===== config.mk =====
export PLATFORM = sky130hd
export DESIGN_NAME = immediate_gen_stage
export DESIGN_NICKNAME = d
export VERILOG_FILES = /design/src/rtl/immediate_gen_stage.sv
export SDC_FILE = /design/constraint.sdc
export NUM_CORES = 1
export LEC_CHECK = 0
export CAP_MARGIN = 20
export CORE_MARGIN = 8
export CORE_UTILIZATION = 50
export DETAILED_ROUTE_END_ITERATION = 8
export PLACE_DENSITY = 0.77
export SLEW_MARGIN = 25
export SYNTH_ARGS = -nofsm -noshare
export SYNTH_HDL_FRONTEND = slang
export SYNTH_SLANG_ARGS = --single-unit

===== constraint.sdc =====
create_clock -name clk -period 2.2 [get_ports clk]
set_input_delay 0.22 -clock clk [delete_from_list [all_inputs] [get_ports clk]]
set_output_delay 0.22 -clock clk [all_outputs]
set_load 0.05 [all_outputs]

===== src/rtl/immediate_gen_stage.sv =====
// immediate_gen_stage: registered RV32I/RV64I immediate generator behind a 2-entry skid buffer
// Ports:
//   clk, reset_n            clock and asynchronous active-low reset
//   flush                   synchronous flush, empties the buffer
//   in_valid/in_ready       upstream handshake (in_ready is registered-state only)
//   in_instr, in_imm_src    instruction word and format select
//   out_valid/out_ready     downstream handshake
//   out_imm, out_err        head-entry immediate and malformed flag
// Build option: define IMM_CHECK_EN to store and report per-entry error bits.
module immediate_gen_stage #(
    parameter int XLEN = 32
) (
    input  logic            clk,
    input  logic            reset_n,
    input  logic            flush,
    input  logic            in_valid,
    output logic            in_ready,
    input  logic [31:0]     in_instr,
    input  logic [2:0]      in_imm_src,
    output logic            out_valid,
    input  logic            out_ready,
    output logic [XLEN-1:0] out_imm,
    output logic            out_err
);
    typedef enum logic [1:0] {EMPTY, ONE, FULL} state_e;
`ifdef IMM_CHECK_EN
    localparam int EW = XLEN + 1;
`else
    localparam int EW = XLEN;
`endif
    state_e          state_q, state_d;
    logic [EW-1:0]   head_q, head_d, tail_q, tail_d, new_entry;
    logic [31:0]     i_imm, s_imm, b_imm, u_imm, j_imm;
    logic [5:0]      shamt;
    logic [XLEN-1:0] imm_new;
    logic            push, pop, unused_opcode;
    assign unused_opcode = ^in_instr[6:0];
    assign i_imm = {{20{in_instr[31]}}, in_instr[31:20]};
    assign s_imm = {{20{in_instr[31]}}, in_instr[31:25], in_instr[11:7]};
    assign b_imm = {{20{in_instr[31]}}, in_instr[7], in_instr[30:25], in_instr[11:8], 1'b0};
    assign u_imm = {in_instr[31:12], 12'b0};
    assign j_imm = {{12{in_instr[31]}}, in_instr[19:12], in_instr[20], in_instr[30:21], 1'b0};
    assign shamt = (XLEN == 64) ? in_instr[25:20] : {1'b0, in_instr[24:20]};
    // 32-bit sign-extended forms are widened by a signed cast, a no-op for XLEN=32
    assign imm_new = in_imm_src == 3'b000 ? XLEN'($signed(i_imm)) :
                     in_imm_src == 3'b001 ? XLEN'(shamt) :
                     in_imm_src == 3'b010 ? XLEN'($signed(s_imm)) :
                     in_imm_src == 3'b011 ? XLEN'($signed(b_imm)) :
                     in_imm_src == 3'b100 ? XLEN'($signed(u_imm)) :
                     in_imm_src == 3'b101 ? XLEN'($signed(j_imm)) :
                     in_imm_src == 3'b110 ? XLEN'(in_instr[19:15]) : '0;
`ifdef IMM_CHECK_EN
    logic err_new;
    // branch/jump offsets must be 4-byte aligned: no compressed support
    assign err_new = (in_imm_src == 3'b111) ||
                     (in_imm_src == 3'b001 && XLEN == 32 && in_instr[25]) ||
                     ((in_imm_src == 3'b011 || in_imm_src == 3'b101) && imm_new[1]);
    assign new_entry = {err_new, imm_new};
    assign out_err   = head_q[XLEN];
`else
    assign new_entry = imm_new;
    assign out_err   = 1'b0;
`endif
    assign in_ready  = (state_q != FULL);
    assign out_valid = (state_q != EMPTY);
    assign out_imm   = head_q[XLEN-1:0];
    assign push      = in_valid && in_ready;
    assign pop       = out_valid && out_ready;
    always_comb begin
        state_d = state_q;
        head_d  = head_q;
        tail_d  = tail_q;
        unique case (state_q)
            EMPTY: if (push) begin
                state_d = ONE;
                head_d  = new_entry;
            end
            ONE: if (push && pop) begin
                head_d = new_entry;
            end else if (push) begin
                state_d = FULL;
                tail_d  = new_entry;
            end else if (pop) begin
                state_d = EMPTY;
            end
            FULL: if (pop) begin
                state_d = ONE;
                head_d  = tail_q;
            end
            default: state_d = EMPTY;
        endcase
        if (flush) state_d = EMPTY;
    end
    always_ff @(posedge clk or negedge reset_n) begin
        if (!reset_n) begin
            state_q <= EMPTY;
            head_q  <= '0;
            tail_q  <= '0;
        end else begin
            state_q <= state_d;
            head_q  <= head_d;
            tail_q  <= tail_d;
        end
    end
endmodule


# Word-level counts from Yosys, hierarchy flattened
# Index checks and enable logic that the tools add are counted.
totals:
  input_bits: 40
  output_inout_bits: 35
  elab_cells: 48
  ff_bits: 66
classes:
  eq_ne: 16
  bitwise: 1
  reduce_logical: 10
  muxes: 18
ops:
  columns: ["operator", "count"]
  rows:
  - ["2-to-1 mux 32 bit", 9]
  - ["case mux 32 bit (3 select lines)", 1]
  - ["2-to-1 mux 2 bit", 6]
  - ["== test 3 bit (second input constant)", 3]
  - ["inequality test 3 bit (second input constant)", 3]
  - ["inequality test 2 bit (second input constant)", 4]
  - ["AND reduction 4 bit", 2]
  - ["== test 3 x 2 -> 1 bit (second input constant)", 2]
  - ["case mux 2 bit (3 select lines)", 1]
  - ["2-to-1 mux 5 bit", 1]
  - ["inequality test 4 bit (second input constant)", 1]
  - ["== test 3 x 1 -> 1 bit (second input constant)", 1]
  - ["logical AND 1 bit", 3]
  - ["zero test 3 bit", 1]
  - ["AND reduction 3 bit", 1]
  - ["nonzero test 3 bit", 1]
  - ["== test 2 x 1 -> 1 bit (second input constant)", 1]
  - ["== test 2 bit (second input constant)", 1]
  - ["zero test 2 bit", 1]
  - ["nonzero test 2 bit", 1]
  - ["NOT 1 bit", 1]

# Depth between registers and ports, before layout
logic_depth:
  ltp_word: 10
  ltp_mapped: 7
  mapped_depth_nobuf: 5

# Worst setup path after synthesis
# OpenSTA, ideal clock, no wires.
synth_path:
  path_kind: "register to register"
  startpoint: "reg state_q[1]"
  endpoint: "reg head_q[31], in the netlist out_imm[31]"
  t_arrival_ns: 1.605
  required_ns: 2.123
  path_stages_with_launch: 6
  setup_slack_ns: 0.517
  path_cell_list: "dfrtp_1 -> nor2b_1 -> inv_2 -> clkbuf_1 -> o2111ai_1 -> a21oi_1"
synth_between:
  elab_chain_cells: 5
synth_rtl:
  columns: ["element", "line", "rtl"]
  rows:
  - ["from (decl)", "31", "state_e state_q, state_d;"]
  - ["from (signal assigned)", "100", "state_q <= state_d;"]
  - ["inequality test 2 bit (*)", "64", "assign in_ready = (state_q != FULL);"]
  - ["named net in_ready", "17", "output logic in_ready,"]
  - ["logical AND 1 bit (*)", "67", "assign push = in_valid && in_ready;"]
  - ["logical AND 1 bit", "78", "ONE: if (push && pop) begin"]
  - ["inequality test 2 bit (no source line)", null, null]
  - ["AND reduction 4 bit (no source line) (*)", null, null]
  - ["to (signal assigned)", "97", "head_q <= '0;"]
  - ["to (signal assigned)", "101", "head_q <= head_d;"]
  - ["to (decl)", "32", "logic [EW-1:0] head_q, head_d, tail_q, tail_d, new_entry;"]
# The timed path passes the listed nets; every way through them passes the cells marked *.
# A chain may end at the register's enable or synchronous reset.

# Final worst setup path
layout_path:
  startpoint: "reg state_q[1]"
  endpoint: "out in_ready"
layout_between:
  elab_chain_cells: 1
layout_rtl:
  columns: ["element", "line"]
  rows:
  - ["inequality test 2 bit", "64"]
  - ["to (decl)", "17"]
# Every way passes these cells.

==> metrics.md <==
| Metric | Value |
|---|---|
| Maxcap violations | 0 |
| Period utilization | 0.928 |
| Setup violations, final | 0 |
| Worst Path Required | 1.98 ns |
| Startpoint Class | flop |
| Total nets after synthesis | 415 |
| Switching portion of total power | 0.356 |
| Number of global-route vias before repair | 2874 |
| HPWL after DPL | 5840 um |
| Sw Pwr | 1.30 mW |
| Clk_lat worst skew | 0.34 ns |
| Measured slew at the worst slew-check pin | 0.602 ns |
| Power Dens Cells | 858 nW/um^2 |
| Critical path arrival | 1.82 ns |
| Yosys reg bits | 66 |
| I/O pins | 75 |
| Worst slew margin | 0.599 |
| Clk root buf | clkbuf_8 |
| Async SR Flop Fraction | 1.00 |
| GRT Total Usage | 0.179 |
| Final layout net count | 480 |
| Leak | 1.90 nW |
| Die ar. | 9490 um^2 |
| Initial antenna violation count | 0 |
| Register area share after synthesis | 0.498 |
| DR iter-0 viols | 296 |
| First-pass GRT wire length | 14400 um |
| Vias post-DR | 2939 |
| Slowest CP cell | dfrtp_1 |
| Final Hold Viols | 0 |
| YS warnings | 0 |
| Total gr overflow | 0 |
| Inserted Clock Buffers | 9 |
| Crit Path Max Fanout | 25 |
| Outcome | finished, final reports clean |
| CP peak stage delay | 0.46 ns |
| Core Area | 6390 um^2 |
| Die X | 97.4 um |
| Leading cell type in the layout, fill and taps excluded | dfrtp_1 |
| Diodes inserted | 0 |
| FILL cells | 498 |
| Most frequent CP cell | buf_4 |
| Clock Power Share | 0.276 |
| CP startpoint | state_q[1]$_DFFE_PN0P_ |
| ANT nets after route | 0 |
| Worst min path class | in2async |
| Hold WS | 0.427 ns |
| Die Ht | 97.4 um |
| Avg WL per Cell | 16.2 um |
| Syn avg cell area | 8.84 um^2 |
| Crit Path Class | reg2out |
| Dpl ws | 0.143 ns |
| Max-slew violation count | 0 |
| Number of H-tree levels | 3 |
| Beginning of the worst register-to-register path | state_q[1]$_DFFE_PN0P_ |
| Final wirelength | 8440 um |
| Mapped Area | 3320 um^2 |
| Largest net degree at the start of global routing | 40 |
| Pint | 2.36 mW |
| Predominant post-synthesis flop cell | dfrtp_1 |
| Combinational Power Share | 0.299 |
| Layout cell share with drive strength beyond 1 | 0.103 |
| Critical Path End Type | primary output |
| CTS tree | yes |
| Max Freq | 490 MHz |
| Starting density of the core | 0.519 |
| Row cnt | 29 |
| Post-synth EDFFs | 0 |
| Final clock skew | 0.00870 ns |
| IR drop worst, VDD | 0.476 mV |
| Clk buf depth | 2 |
| CP cell instances | buf_4, nor2b_1, inv_2, buf_4 |
| Seq pwr share | 0.425 |
| PortBufs | 66 |
| Final Worst Setup Slack | 0.158 ns |
| Clk pin slew, worst setup/hold paths | 0.07 ns |
| Period minus WS final | 2.04 ns |
| Final GP Congestion | 0.792 |
| DRC | 0 |
| TritonRoute pass-1 iters | 4 |
| Clk sinks | 66 |
| Setup TNS | 0 ns |
| Commonest cells after routing, fill and taps aside | dfrtp_1, clkdlybuf4s50_1, nand2_1 |
| RSZ-0062 raised after global routing | false |
| Syn Inst Count | 375 |
| Area growth, synth to finish | 28.9% |
| Via density | 5.63 |
| Synth cell types | 37 |
sequential cells by signal, indices dropped and copies added, names as in the netlist:
signal and flops:
tail_q 32, out_imm 32, state_q 2
synth_stat cells, types with 2 or more instances:
cell type	number	area, um^2
nor2b_1	5	31.3
buf_4	2	15.0
mux2_2	3	33.8
nand2b_1	5	31.3
o211ai_1	2	15.0
clkbuf_1	12	45.0
o221ai_1	4	35.0
nand3_1	12	60.1
a21oi_1	52	260
o21ai_0	32	160
nand2_1	55	206
or4b_1	14	140
o2111ai_1	2	17.5
a211oi_1	4	30.0
nor3_1	2	10.0
mux2_1	3	33.8
inv_1	15	56.3
buf_2	18	90.1
o21ai_1	25	125
a2bb2oi_1	5	43.8
dfrtp_1	66	1650
nor2_1	18	67.6
a21o_1	4	30.0
mux2i_1	2	20.0
cell families (layout without fill, tap and decap cells):
logic type / count (synthesis) / after routing / synth area share
and+or+nand+nor: 115 / 115 / 0.177
xor gates and xnor gates: 1 / 1 / 0.00264
other: 1 / 1 / 0.00113
AOI/OAI and AO/OA: 134 / 134 / 0.227
muxes: 8 / 8 / 0.0264
buffers and inverters: 50 / 120 / 0.0679
DFF: 66 / 66 / 0.498
worst max-delay path: cells and delay by family (launching register included):
family	cells	cell delay, ns
buffers and inverters	3	0.86
AND/OR/NAND/NOR	1	0.16
flip-flops	1	0.46
power groups by stage:
| stage | clock [mW] | combinational [mW] | sequential (mW) |
|---|---|---|---|
| finish | 1.01 | 1.10 | 1.56 |
| global placement | 0 | 1.08 | 1.57 |
| CTS | 1.02 | 1.10 | 1.56 |
| floorplan | 0 | 0.360 | 1.90 |
| detailed placement | 0 | 1.10 | 1.58 |
| global route | 1.08 | 1.18 | 1.59 |
path summary, 6_finish.rpt:
kind / depth (start not counted) / to / slack (ns)
worst max-delay path: 4 / in_ready / 0.16
worst min-delay path: 3 / tail_q[27]$_DFFE_PN0P_ / 0.43
worst max register to register: 6 / out_imm[18]$_DFFE_PN0P_ / 0.43
worst min register to register: 2 / tail_q[2]$_DFFE_PN0P_ / 0.47
max in group asynchronous: 3 / out_imm[17]$_DFFE_PN0P_ / 1.37
min in group clk: 2 / state_q[0]$_DFFE_PN0P_ / 0.46
cell type report:
class	instances	area, um^2	area share
sequential	66	1650	0.387
multi-input combinational	259	1440	0.337
timing repair buffer	88	831	0.194
clock buffer	10	128	0.0299
tap	77	96.3	0.0225
clock inverter	6	67.6	0.0158
inverter	16	60.1	0.0141
metrics by stage:
step | util | power, mW | cells | instance area, um^2
global placement | 0.637 | 2.65 | 505 | 4070
detailed placement | 0.637 | 2.68 | 505 | 4070
floorplan | - | 2.26 | 375 | 3320
finish | 0.669 | 3.67 | 522 | 4270
global route | 0.669 | 3.84 | 522 | 4270
CTS | 0.669 | 3.68 | 522 | 4270
timing repair:
action	CTS	global route
gates resized for setup	0	0
setup buffers	0	0
endpoints found under the hold margin	66	0
hold buffers	1	0
per-layer routing:
metal	global-route usage	wire (um)	vias up
met4	0.0536	95	0
met1	0.253	3930	1398
met2	0.264	3920	98
met3	0.0413	502	9
met5	0	0	-
li1	-	-	1434
Note: power is estimated with default switching activity, not from simulation.
